==> src/rtl/kyber_bram_sequencer_if.sv <==
// Kyber BRAM sequencer bus: host control, BRAM port B, core load/store streams.
interface kyber_bram_sequencer_if #(
    parameter int ADDR_W = 9,
    parameter int DATA_W = 128
);
    logic              start;
    logic [1:0]        mode;
    logic              busy;
    logic              done;
    logic              err;
    logic              bram_en;
    logic              bram_we;
    logic [ADDR_W-1:0] bram_addr;
    logic [DATA_W-1:0] bram_wdata;
    logic [DATA_W-1:0] bram_rdata;
    logic              core_start;
    logic              core_finish;
    logic              ld_valid;
    logic [2:0]        ld_sel;
    logic [5:0]        ld_idx;
    logic [DATA_W-1:0] ld_data;
    logic              st_req;
    logic [1:0]        st_sel;
    logic [5:0]        st_idx;
    logic [DATA_W-1:0] st_data;

    modport master (
        output start, mode, bram_rdata, core_finish, st_data,
        input  busy, done, err, bram_en, bram_we, bram_addr, bram_wdata,
        input  core_start, ld_valid, ld_sel, ld_idx, ld_data,
        input  st_req, st_sel, st_idx
    );

    modport slave (
        input  start, mode, bram_rdata, core_finish, st_data,
        output busy, done, err, bram_en, bram_we, bram_addr, bram_wdata,
        output core_start, ld_valid, ld_sel, ld_idx, ld_data,
        output st_req, st_sel, st_idx
    );
endinterface

==> src/rtl/kyber_bram_sequencer.sv <==
// Kyber BRAM port-B sequencer: streams operands to the core, runs it, writes results back.
// Optional RUN-phase watchdog enabled by defining KYBER_SEQ_WATCHDOG_EN.
module kyber_bram_sequencer #(
    parameter int ADDR_W      = 9,
    parameter int DATA_W      = 128,
    parameter int WDOG_CYCLES = 1048576
) (
    input logic                   clk,
    input logic                   rst,
    kyber_bram_sequencer_if.slave bus
);
    typedef enum logic [2:0] {
        S_IDLE, S_LOAD, S_RUN, S_STORE, S_DONE
    } state_t;

    if (WDOG_CYCLES < 1 || ADDR_W < 9) begin : g_cfg_bad
        $error("kyber_bram_sequencer: unsupported parameters");
    end

    state_t            state_q;
    logic [1:0]        mode_q;
    logic [6:0]        cnt_q, cnt_d;
    logic [ADDR_W-1:0] addr_q, addr_d;
    logic              busy_q, done_q, err_q;
    logic              en_q, we_q, cs_q, ldv_q, st_req_q;
    logic [2:0]        ld_sel_q;
    logic [5:0]        ld_idx_q, st_idx_q;
    logic [1:0]        st_sel_q;
    logic [DATA_W-1:0] wdata_d, ld_data_d;
`ifdef KYBER_SEQ_WATCHDOG_EN
    localparam int WDW = $clog2(WDOG_CYCLES + 1);
    logic [WDW-1:0]    wdog_q;
`endif

    // Each mode touches one contiguous address run, so base + count covers it.
    function automatic logic [ADDR_W-1:0] ld_base(input logic [1:0] m);
        case (m)
            2'd0:    return ADDR_W'(52);
            2'd1:    return ADDR_W'(0);
            default: return ADDR_W'(54);
        endcase
    endfunction

    function automatic logic [6:0] ld_len(input logic [1:0] m);
        case (m)
            2'd0:    return 7'd2;
            2'd1:    return 7'd54;
            default: return 7'd96;
        endcase
    endfunction

    function automatic logic [ADDR_W-1:0] st_base(input logic [1:0] m);
        case (m)
            2'd0:    return ADDR_W'(256);
            2'd1:    return ADDR_W'(354);
            default: return ADDR_W'(402);
        endcase
    endfunction

    function automatic logic [6:0] st_len(input logic [1:0] m);
        case (m)
            2'd0:    return 7'd98;
            2'd1:    return 7'd48;
            default: return 7'd2;
        endcase
    endfunction

    function automatic logic [8:0] ld_map(input logic [ADDR_W-1:0] a);
        if (a < ADDR_W'(50))       return {3'd0, 6'(a)};
        else if (a < ADDR_W'(52))  return {3'd1, 6'(a - ADDR_W'(50))};
        else if (a < ADDR_W'(54))  return {3'd2, 6'(a - ADDR_W'(52))};
        else if (a < ADDR_W'(102)) return {3'd3, 6'(a - ADDR_W'(54))};
        else                       return {3'd4, 6'(a - ADDR_W'(102))};
    endfunction

    function automatic logic [7:0] st_map(input logic [ADDR_W-1:0] a);
        if (a < ADDR_W'(306))      return {2'd0, 6'(a - ADDR_W'(256))};
        else if (a < ADDR_W'(354)) return {2'd1, 6'(a - ADDR_W'(306))};
        else if (a < ADDR_W'(402)) return {2'd2, 6'(a - ADDR_W'(354))};
        else                       return {2'd3, 6'(a - ADDR_W'(402))};
    endfunction

    always_comb begin
        cnt_d     = cnt_q + 7'd1;
        addr_d    = addr_q + ADDR_W'(1);
        wdata_d   = st_req_q ? bus.st_data : '0;
        ld_data_d = ldv_q ? bus.bram_rdata : '0;
    end

    always_ff @(posedge clk or posedge rst) begin
        if (rst) begin
            state_q  <= S_IDLE;
            mode_q   <= '0;
            cnt_q    <= '0;
            addr_q   <= '0;
            busy_q   <= 1'b0;
            done_q   <= 1'b0;
            err_q    <= 1'b0;
            en_q     <= 1'b0;
            we_q     <= 1'b0;
            cs_q     <= 1'b0;
            ldv_q    <= 1'b0;
            ld_sel_q <= '0;
            ld_idx_q <= '0;
            st_req_q <= 1'b0;
            st_sel_q <= '0;
            st_idx_q <= '0;
`ifdef KYBER_SEQ_WATCHDOG_EN
            wdog_q   <= '0;
`endif
        end else begin
            case (state_q)
                S_IDLE: begin
                    err_q <= 1'b0;
                    if (bus.start && bus.mode == 2'd3) begin
                        err_q <= 1'b1;
                    end else if (bus.start) begin
                        state_q <= S_LOAD;
                        mode_q  <= bus.mode;
                        busy_q  <= 1'b1;
                        en_q    <= 1'b1;
                        we_q    <= 1'b0;
                        addr_q  <= ld_base(bus.mode);
                        cnt_q   <= '0;
`ifdef KYBER_SEQ_WATCHDOG_EN
                        wdog_q  <= '0;
`endif
                    end
                end
                S_LOAD: begin
                    // A word read in cycle k is presented in cycle k+1.
                    cnt_q <= cnt_d;
                    ldv_q <= en_q;
                    {ld_sel_q, ld_idx_q} <= ld_map(addr_q);
                    if (cnt_d >= ld_len(mode_q)) en_q <= 1'b0;
                    else addr_q <= addr_d;
                    if (cnt_q == ld_len(mode_q)) begin
                        state_q <= S_RUN;
                        cs_q    <= 1'b1;
                        ldv_q   <= 1'b0;
                    end
                end
                S_RUN: begin
                    cs_q <= 1'b0;
                    if (!cs_q && bus.core_finish) begin
                        state_q  <= S_STORE;
                        en_q     <= 1'b1;
                        we_q     <= 1'b1;
                        st_req_q <= 1'b1;
                        addr_q   <= st_base(mode_q);
                        {st_sel_q, st_idx_q} <= st_map(st_base(mode_q));
                        cnt_q    <= '0;
                    end
`ifdef KYBER_SEQ_WATCHDOG_EN
                    else if (wdog_q == WDW'(WDOG_CYCLES - 1)) begin
                        state_q <= S_IDLE;
                        busy_q  <= 1'b0;
                        err_q   <= 1'b1;
                    end else begin
                        wdog_q <= wdog_q + WDW'(1);
                    end
`endif
                end
                S_STORE: begin
                    if (cnt_q == st_len(mode_q) - 7'd1) begin
                        state_q  <= S_DONE;
                        en_q     <= 1'b0;
                        we_q     <= 1'b0;
                        st_req_q <= 1'b0;
                        done_q   <= 1'b1;
                    end else begin
                        cnt_q  <= cnt_d;
                        addr_q <= addr_d;
                        {st_sel_q, st_idx_q} <= st_map(addr_d);
                    end
                end
                S_DONE: begin
                    state_q <= S_IDLE;
                    done_q  <= 1'b0;
                    busy_q  <= 1'b0;
                end
                default: state_q <= S_IDLE;
            endcase
        end
    end

    assign bus.busy       = busy_q;
    assign bus.done       = done_q;
    assign bus.err        = err_q;
    assign bus.bram_en    = en_q;
    assign bus.bram_we    = we_q;
    assign bus.bram_addr  = addr_q;
    assign bus.bram_wdata = wdata_d;
    assign bus.core_start = cs_q;
    assign bus.ld_valid   = ldv_q;
    assign bus.ld_sel     = ld_sel_q;
    assign bus.ld_idx     = ld_idx_q;
    assign bus.ld_data    = ld_data_d;
    assign bus.st_req     = st_req_q;
    assign bus.st_sel     = st_sel_q;
    assign bus.st_idx     = st_idx_q;
endmodule

==> src/flat_wrapper.sv <==
// flat-port wrapper written by rule: the top's interface ports become plain ports
module kyber_bram_sequencer_flat 
#(
    parameter int ADDR_W      = 9,
    parameter int DATA_W      = 128,
    parameter int WDOG_CYCLES = 1048576
)
  (clk, rst, bus_start, bus_mode, bus_bram_rdata, bus_core_finish, bus_st_data, bus_busy, bus_done, bus_err, bus_bram_en, bus_bram_we, bus_bram_addr, bus_bram_wdata, bus_core_start, bus_ld_valid, bus_ld_sel, bus_ld_idx, bus_ld_data, bus_st_req, bus_st_sel, bus_st_idx);
  kyber_bram_sequencer_if #(.ADDR_W(ADDR_W), .DATA_W(DATA_W)) bus_i ();
  input logic clk;
  input logic rst;
  input wire logic [$bits(bus_i.start)-1:0] bus_start;
  input wire logic [$bits(bus_i.mode)-1:0] bus_mode;
  input wire logic [$bits(bus_i.bram_rdata)-1:0] bus_bram_rdata;
  input wire logic [$bits(bus_i.core_finish)-1:0] bus_core_finish;
  input wire logic [$bits(bus_i.st_data)-1:0] bus_st_data;
  output wire logic [$bits(bus_i.busy)-1:0] bus_busy;
  output wire logic [$bits(bus_i.done)-1:0] bus_done;
  output wire logic [$bits(bus_i.err)-1:0] bus_err;
  output wire logic [$bits(bus_i.bram_en)-1:0] bus_bram_en;
  output wire logic [$bits(bus_i.bram_we)-1:0] bus_bram_we;
  output wire logic [$bits(bus_i.bram_addr)-1:0] bus_bram_addr;
  output wire logic [$bits(bus_i.bram_wdata)-1:0] bus_bram_wdata;
  output wire logic [$bits(bus_i.core_start)-1:0] bus_core_start;
  output wire logic [$bits(bus_i.ld_valid)-1:0] bus_ld_valid;
  output wire logic [$bits(bus_i.ld_sel)-1:0] bus_ld_sel;
  output wire logic [$bits(bus_i.ld_idx)-1:0] bus_ld_idx;
  output wire logic [$bits(bus_i.ld_data)-1:0] bus_ld_data;
  output wire logic [$bits(bus_i.st_req)-1:0] bus_st_req;
  output wire logic [$bits(bus_i.st_sel)-1:0] bus_st_sel;
  output wire logic [$bits(bus_i.st_idx)-1:0] bus_st_idx;
  assign bus_i.start = bus_start;
  assign bus_i.mode = bus_mode;
  assign bus_i.bram_rdata = bus_bram_rdata;
  assign bus_i.core_finish = bus_core_finish;
  assign bus_i.st_data = bus_st_data;
  assign bus_busy = bus_i.busy;
  assign bus_done = bus_i.done;
  assign bus_err = bus_i.err;
  assign bus_bram_en = bus_i.bram_en;
  assign bus_bram_we = bus_i.bram_we;
  assign bus_bram_addr = bus_i.bram_addr;
  assign bus_bram_wdata = bus_i.bram_wdata;
  assign bus_core_start = bus_i.core_start;
  assign bus_ld_valid = bus_i.ld_valid;
  assign bus_ld_sel = bus_i.ld_sel;
  assign bus_ld_idx = bus_i.ld_idx;
  assign bus_ld_data = bus_i.ld_data;
  assign bus_st_req = bus_i.st_req;
  assign bus_st_sel = bus_i.st_sel;
  assign bus_st_idx = bus_i.st_idx;
  kyber_bram_sequencer #(.ADDR_W(ADDR_W), .DATA_W(DATA_W), .WDOG_CYCLES(WDOG_CYCLES)) u_core (.clk(clk), .rst(rst), .bus(bus_i));
endmodule
==> config.mk <==
export PLATFORM = sky130hd
export DESIGN_NAME = kyber_bram_sequencer_flat
export DESIGN_NICKNAME = d
export VERILOG_FILES = /design/src/rtl/kyber_bram_sequencer_if.sv /design/src/rtl/kyber_bram_sequencer.sv /design/src/flat_wrapper.sv
export SDC_FILE = /design/constraint.sdc
export NUM_CORES = 1
export LEC_CHECK = 0
export BUFFER_PORTS_ARGS = -buffer_cell sky130_fd_sc_hd__buf_2
export CORE_AREA = 2 2 213 215
export DETAILED_ROUTE_END_ITERATION = 10
export DIE_AREA = 0 0 215 217
export PLACE_DENSITY = 0.41
export SYNTH_ARGS = -nofsm -noshare
export SYNTH_HDL_FRONTEND = slang
export SYNTH_SLANG_ARGS = --single-unit
export TNS_END_PERCENT = 5
==> constraint.sdc <==
create_clock -name clk -period 5.7 [get_ports clk]
set_clock_uncertainty 0.05 [all_clocks]
set_input_delay 0.855 -clock clk [delete_from_list [all_inputs] [get_ports clk]]
set_output_delay 0.855 -clock clk [all_outputs]
set_load 0.05 [all_outputs]
==> flow_metrics.env, run 1 <==
export IMPL_tns_ns=0
export IMPL_grt_use_total_pct=15.0
export IMPL_clk_pin_slew_ns=0.07
export IMPL_numCtsBuffers=5
export IMPL_rows=78
export IMPL_hold_viol=0
export IMPL_final_max_slew_viol_count=0
export IMPL_status="complete, no violations"
export IMPL_drt_vias_per_instance=3.83
export IMPL_chipHeight_um=217
export IMPL_crit_top_cell="nor2_2"
export IMPL_htreeDepth=2
export IMPL_worst_slew_pin_slew_ns=1.03
export IMPL_syn_area_per_cell_um2=7.55
export IMPL_clkSinkCount=46
export IMPL_grt_busiest_layer="met2"
export IMPL_slew_headroom_pct=31.5
export IMPL_arrival_ns=3.29
export IMPL_ys_seq_area_share_pct=23.8
export IMPL_ioPinCount=552
export IMPL_synth_main_ff_cell="dfrtp_1"
export IMPL_fin_nets=1429
export IMPL_finalCritPeriodShare_pct=55.6
export IMPL_yosys_area_top_type="and2_1"
export IMPL_path_cells="inv_1 > nor2_2 > nand2_1 > nor2_2 > or2_0 > nand2b_1 > mux2_2"
export IMPL_die_x_um=215
export IMPL_finish_utilization_pct=18.6
export IMPL_maxCapViolCount=0
export IMPL_cp_num_buf_inv=1
export IMPL_clk_latency_ns=0.29
export IMPL_postCtsSetupRepairBufs=0
export IMPL_synth_top_area_share_pct=33.4
export IMPL_syn_num_nets=919
export IMPL_grt_max_degree=131
export IMPL_power_static_leakage_nw=4.50
export IMPL_fin_crit_ns=3.17
export IMPL_met1_usage_pct=20.1
export IMPL_synth_area_um2=4840
export IMPL_holdPathStages=2
export IMPL_max_freq_ghz=0.316
export IMPL_critPathKind="flip-flop to flip-flop"
export IMPL_cp_num_cells=7
export IMPL_critPathSlowestCell="or2_0"
export IMPL_rsz0062_at_grt="no"
export IMPL_critical_path_top_delay_family="simple AND/OR/NAND/NOR gates"
export IMPL_worst_path_max_fanout=15
export IMPL_end_kind="flip-flop"
export IMPL_drt_antenna_violating_nets=0
export IMPL_clockBufferDepth=2
export IMPL_grt_overflow=0
export IMPL_required_ns=5.82
export IMPL_cts_tree="done"
export IMPL_area_growth_pct=71.8
export IMPL_antenna_found_initial=36
export IMPL_synthTopCellsByArea="and2_1 (33%), dfrtp_1 (24%), ha_1 (4.1%)"
export IMPL_met2_usage_pct=24.1
export IMPL_grt_pass1_vias=6084
export IMPL_die_area_um2=46700
export IMPL_setup_violations=0
export IMPL_drt_total_wl_mm=37.9
export IMPL_reg2reg_slack_ns=2.53
export IMPL_cp_slowest_stage_delay_ns=0.62
export IMPL_first_iter_violations=507
export IMPL_dr_pass1_iters=5
export IMPL_cts_hold_buf=0
export IMPL_start_kind="flip-flop"
export IMPL_routabilityCongestion=0.911
export IMPL_synth_warnings=0
export IMPL_netlist_instances=641
export IMPL_final_cells=1762
export IMPL_layout_drive_gt1_share_pct=50.8
export IMPL_grt_pass1_wl_mm=49.7
export IMPL_hold_path_class="flip-flop to flip-flop"
export IMPL_ys_seq_elements=46
export IMPL_cts_root_buf="clkbuf_16"
export IMPL_dpl_hpwl_mm=33.4
export IMPL_ir_drop_uv=104
export IMPL_start_util_pct=10.8
export IMPL_drc=0
export IMPL_reg2regPathDepth=7
export IMPL_routed_via_count=6756
export IMPL_async_flop_share_pct=100
export IMPL_numPlacedInstances=1744
export IMPL_met3_usage_pct=4.05
export IMPL_cts_resized=0
export IMPL_cellPowerDensity_nw_per_um2=120
export IMPL_netlist_cell_type_count=63
export IMPL_core_area_um2=44700
export IMPL_synth_edff_count=0
export IMPL_port_buffers=551
export IMPL_wl_per_cell_um=21.5
-- state kept, by name, indices dropped and copies added, names as in the netlist --
signal / cells
u_core.bus.busy: 1
u_core.bus.done: 1
u_core.bus.st_req: 1
u_core.bus.err: 1
u_core.bus.ld_sel: 3
u_core.bus.bram_addr: 9
u_core.state_q: 3
u_core.bus.bram_we: 1
u_core.bus.core_start: 1
u_core.bus.st_idx: 6
u_core.mode_q: 2
u_core.bus.ld_valid: 1
u_core.bus.st_sel: 2
u_core.cnt_q: 7
u_core.bus.bram_en: 1
u_core.bus.ld_idx: 6
-- kinds of logic after synthesis --
logic type                 share of synthesized area [%]
DFF                                                 23.8
AOI/OAI and AO/OA                                   13.5
adders and majority gates                           4.14
muxes                                               2.33
and+or+nand+nor                                     47.1
xor gates and xnor gates                            3.29
buffers and inverters                               5.87
-- layer usage --
| metal | up-vias | part of all wire, % |
|---|---|---|
| met5 | - | 0.29 |
| met4 | 18 | 2.0 |
| met3 | 63 | 9.1 |
| met2 | 369 | 46 |
| met1 | 3152 | 42 |
| li1 | 3154 | - |
-- cells in the mapped netlist, types with 4 or more instances --
cell and n:
a21oi_1 18, a22o_1 4, and2_1 258, buf_2 8
clkbuf_1 37, dfrtp_1 46, ha_1 16, inv_1 16
mux2_2 8, nand2_1 39, nand2b_1 6, nand3_1 17
nand3b_1 4, nand4_1 4, nor2_1 20, nor3_1 12
o21a_1 4, o21ai_0 34, o31ai_1 4, xnor2_1 9
xor2_1 6
-- worst min-delay path, cell delays in order (launching register included) --
cell and delay (ns):
dfrtp_1 0.35, nand2_1 0.05, nand2_1 0.05
-- report_power, final --
group          internal [mW]  switching (mW)  total (mW)
clock network          0.163           0.132       0.295
registers              0.327        0.000198       0.327
logic                  0.118           0.261       0.379
-- cell usage in the layout (no fill, tap or decap), types with 15 or more instances in the layout --
master,count
ha_1,16
nor2_1,20
a21oi_1,18
nand3_1,17
dfrtp_1,44
and2_1,258
buf_2,551
inv_1,15
o21ai_0,34
nand2_1,39
-- per-stage QoR --
| step | instance area [um^2] | hold WS, ns | worst slack (ns) | power [mW] |
|---|---|---|---|---|
| floorplan | 4840 | 0.457 | 2.96 | 0.546 |
| CTS | 8280 | 0.433 | 2.53 | 1.01 |
| global placement | 8140 | 0.414 | 2.60 | 0.712 |
| finish | 8310 | 0.429 | 2.53 | 1.00 |
| global route | 8290 | 0.467 | 2.35 | 1.04 |
| detailed placement | 8140 | 0.418 | 2.53 | 0.713 |
-- final timing paths --
path	startpoint	endpoint
min in group asynchronous	rst	u_core.bus.core_start
setup reg to reg	u_core.state_q[0]	u_core.bus.bram_addr[5]
setup / recovery	u_core.state_q[0]	u_core.bus.bram_addr[5]
hold reg to reg	u_core.bus.ld_idx[0]	u_core.bus.ld_idx[0]
hold / removal	u_core.bus.ld_idx[0]	u_core.bus.ld_idx[0]
max in group asynchronous	rst	u_core.bus.st_req
-- area by class of cell --
type / count / area (um^2)
timing repair buffer: 553 / 2770
inverter: 16 / 60.1
clock buffer: 6 / 129
clock inverter: 2 / 13.8
fill: 5234 / 36400
sequential: 46 / 1160
antenna: 10 / 25.0
tap: 600 / 751
multi-input combinational: 529 / 3400
(Power assumes the default switching activity.)
==> run 2: changes to the inputs <==
CORE_AREA = 2 2 216 218   (was 2 2 213 215)
DIE_AREA = 0 0 218 220   (was 0 0 215 217)
PLACE_DENSITY = 0.4   (was 0.41)
clock period = 2.93 ns   (was 5.7 ns; I/O delays follow)
==> run 2 against run 1 <==
Against the previous run:
- clock power up 130%
- first-iteration DRC count down 40%
- critical path depth up 4
- register-to-register slack worse by 2.2 ns
- global-route usage down 2.5 points
- wire length down 13%
- critical path type unchanged
==> flow_metrics.env, run 2 (synthesis gave the netlist of run 1 again) <==
export IMPL_routabilityCongestion=0.849
export IMPL_n_antenna_cell=0
export IMPL_die_x_um=218
export IMPL_worst_slew_pin_slew_ns=0.926
export IMPL_hold_viol=0
export IMPL_first_iter_violations=303
export IMPL_p_clk_share_pct=33.2
export IMPL_rows=79
export IMPL_die_area_um2=48000
export IMPL_post_place_ws_ns=0.360
export IMPL_final_cell_mix="buf_2 (551), and2_1 (258), dfrtp_1 (44)"
export IMPL_p_seq_share_pct=31.1
export IMPL_finalCritPeriodShare_pct=89.9
export IMPL_cts_root_buf="clkbuf_16"
export IMPL_hold_ws_ns=0.194
export IMPL_clk_latency_ns=0.29
export IMPL_htreeDepth=2
export IMPL_largest_reg_flops=9
export IMPL_end_kind="flip-flop"
export IMPL_maxCapViolCount=0
export IMPL_chipHeight_um=220
export IMPL_switching_share_pct=36.8
export IMPL_cp_slowest_stage_delay_ns=0.44
export IMPL_rsz0062_at_grt="no"
export IMPL_slew_headroom_pct=37.9
export IMPL_fin_crit_ns=2.63
export IMPL_worst_path_max_fanout=9
export IMPL_final_max_slew_viol_count=0
export IMPL_max_freq_ghz=0.380
export IMPL_grt_overflow=0
export IMPL_required_ns=3.06
export IMPL_cts_resized=0
export IMPL_net_switching_power_mw=0.754
export IMPL_drc=0
export IMPL_fin_nets=1443
export IMPL_ir_drop_uv=211
export IMPL_clockBufferDepth=2
export IMPL_final_common_cell="buf_2"
export IMPL_status="complete, no violations"
export IMPL_p_int_mw=1.29
export IMPL_hold_path_class="input port to asynchronous set/reset pin"
export IMPL_grt_pass1_wl_mm=43.7
export IMPL_drt_vias_per_instance=3.65
export IMPL_r2r_end="u_core.bus.bram_addr[5]"
export IMPL_drt_antenna_violating_nets=0
export IMPL_dpl_hpwl_mm=29.2
export IMPL_numPlacedInstances=1765
export IMPL_grt_pass1_vias=5963
export IMPL_power_static_leakage_nw=4.60
export IMPL_report_power_total_mw=2.05
export IMPL_numCtsBuffers=5
export IMPL_start_util_pct=10.5
export IMPL_crit_top_cell="ha_1"
export IMPL_antenna_found_initial=10
export IMPL_port_buffers=551
export IMPL_reg2reg_slack_ns=0.30
export IMPL_clk_pin_slew_ns=0.07
export IMPL_area_growth_pct=75.0
export IMPL_clkSinkCount=46
export IMPL_grt_use_total_pct=12.5
export IMPL_drt_total_wl_mm=32.9
export IMPL_critPathKind="flip-flop to flip-flop"
export IMPL_path_cells="ha_1 > nand3_1 > nor2_1 > xnor2_1 > ha_1 > o21ai_0 > a21oi_1 > o21ai_1 > nand2b_1 > buf_4 > mux2_2"
export IMPL_grt_max_degree=72
export IMPL_p_comb_share_pct=35.8
export IMPL_final_cells=1773
export IMPL_worst_slack_ns=0.296
export IMPL_cellPowerDensity_nw_per_um2=242
export IMPL_start_kind="flip-flop"
export IMPL_ioPinCount=552
export IMPL_setup_violations=0
export IMPL_tns_ns=0
export IMPL_dr_pass1_iters=4
export IMPL_cts_hold_buf=0
export IMPL_rr_startpoint="u_core.cnt_q[1]"
export IMPL_reg2regPathDepth=11
export IMPL_postCtsSetupRepairBufs=0
export IMPL_critical_path_top_delay_family="adder cells"
export IMPL_postPlaceCellArea_um2=8290
export IMPL_cts_tree="done"
export IMPL_final_area_um2=8470
export IMPL_arrival_ns=2.76
export IMPL_critPathSlowestCell="dfrtp_1"
export IMPL_layout_drive_gt1_share_pct=51.4
export IMPL_finish_utilization_pct=18.5
export IMPL_core_area_um2=45900
export IMPL_routed_via_count=6478
export IMPL_cp_num_buf_inv=1
export IMPL_wl_per_cell_um=18.6
==> run 2: cell count changes in the layout (fill, tap and decap cells not counted), sizes merged <==
| cell | previous run | this run |
|---|---|---|
| buf | 553 | 567 |
| clkinv | 3 | 1 |
| diode | 10 | 0 |
| clkbuf | 6 | 7 |
| bufinv | 0 | 1 |
==> run 2: area by class of cell <==
| class | count | area [um^2] |
|---|---|---|
| Fill cell | 5280 | 37400 |
| Multi-Input combinational cell | 529 | 3400 |
| Timing Repair Buffer | 567 | 2920 |
| Sequential cell | 46 | 1160 |
| Tap cell | 607 | 759 |
| Clock buffer | 7 | 143 |
| Inverter | 16 | 60.1 |
| Clock inverter | 1 | 30.0 |
==> run 2: worst reg2reg max path, cell delays in order, from the launching register on <==
cell and delay [ns]:
dfrtp_1 0.44, ha_1 0.23, nand3_1 0.13, nor2_1 0.17, xnor2_1 0.10, ha_1 0.28
o21ai_0 0.09, a21oi_1 0.26, o21ai_1 0.15, nand2b_1 0.09, buf_4 0.18, mux2_2 0.35
==> run 2: how the worst max path moves through the flow <==
stage,to,depth (start not counted),start,slack [ns]
after global placement,u_core.bus.bram_addr[0],11,u_core.cnt_q[1],0.40
after detailed placement,u_core.bus.bram_addr[2],10,u_core.cnt_q[1],0.36
after CTS,u_core.bus.bram_addr[2],10,u_core.cnt_q[1],0.33
after global routing,u_core.bus.bram_addr[2],10,u_core.cnt_q[1],0.08
final,u_core.bus.bram_addr[5],11,u_core.cnt_q[1],0.30
after floorplan,u_core.bus.st_idx[4],9,u_core.bus.bram_addr[1],0.19
==> run 2: power groups by stage <==
stage / sequential [mW] / combinational [mW] / clock [mW]
floorplan: 0.650 / 0.411 / 0
global placement: 0.648 / 0.739 / 0
detailed placement: 0.648 / 0.740 / 0
CTS: 0.636 / 0.741 / 0.703
global route: 0.635 / 0.779 / 0.727
finish: 0.636 / 0.732 / 0.679
==> run 2: metal layers <==
layer / wire length [um] / track usage, % / part of all wire (%) / up-vias
li1: - / - / - / 3162
met1: 14800 / 17.8 / 45 / 3040
met2: 15200 / 19.7 / 46 / 253
met3: 2600 / 2.51 / 7.9 / 19
met4: 328 / 1.90 / 1.0 / 4
met5: 27 / 0 / 0.082 / -
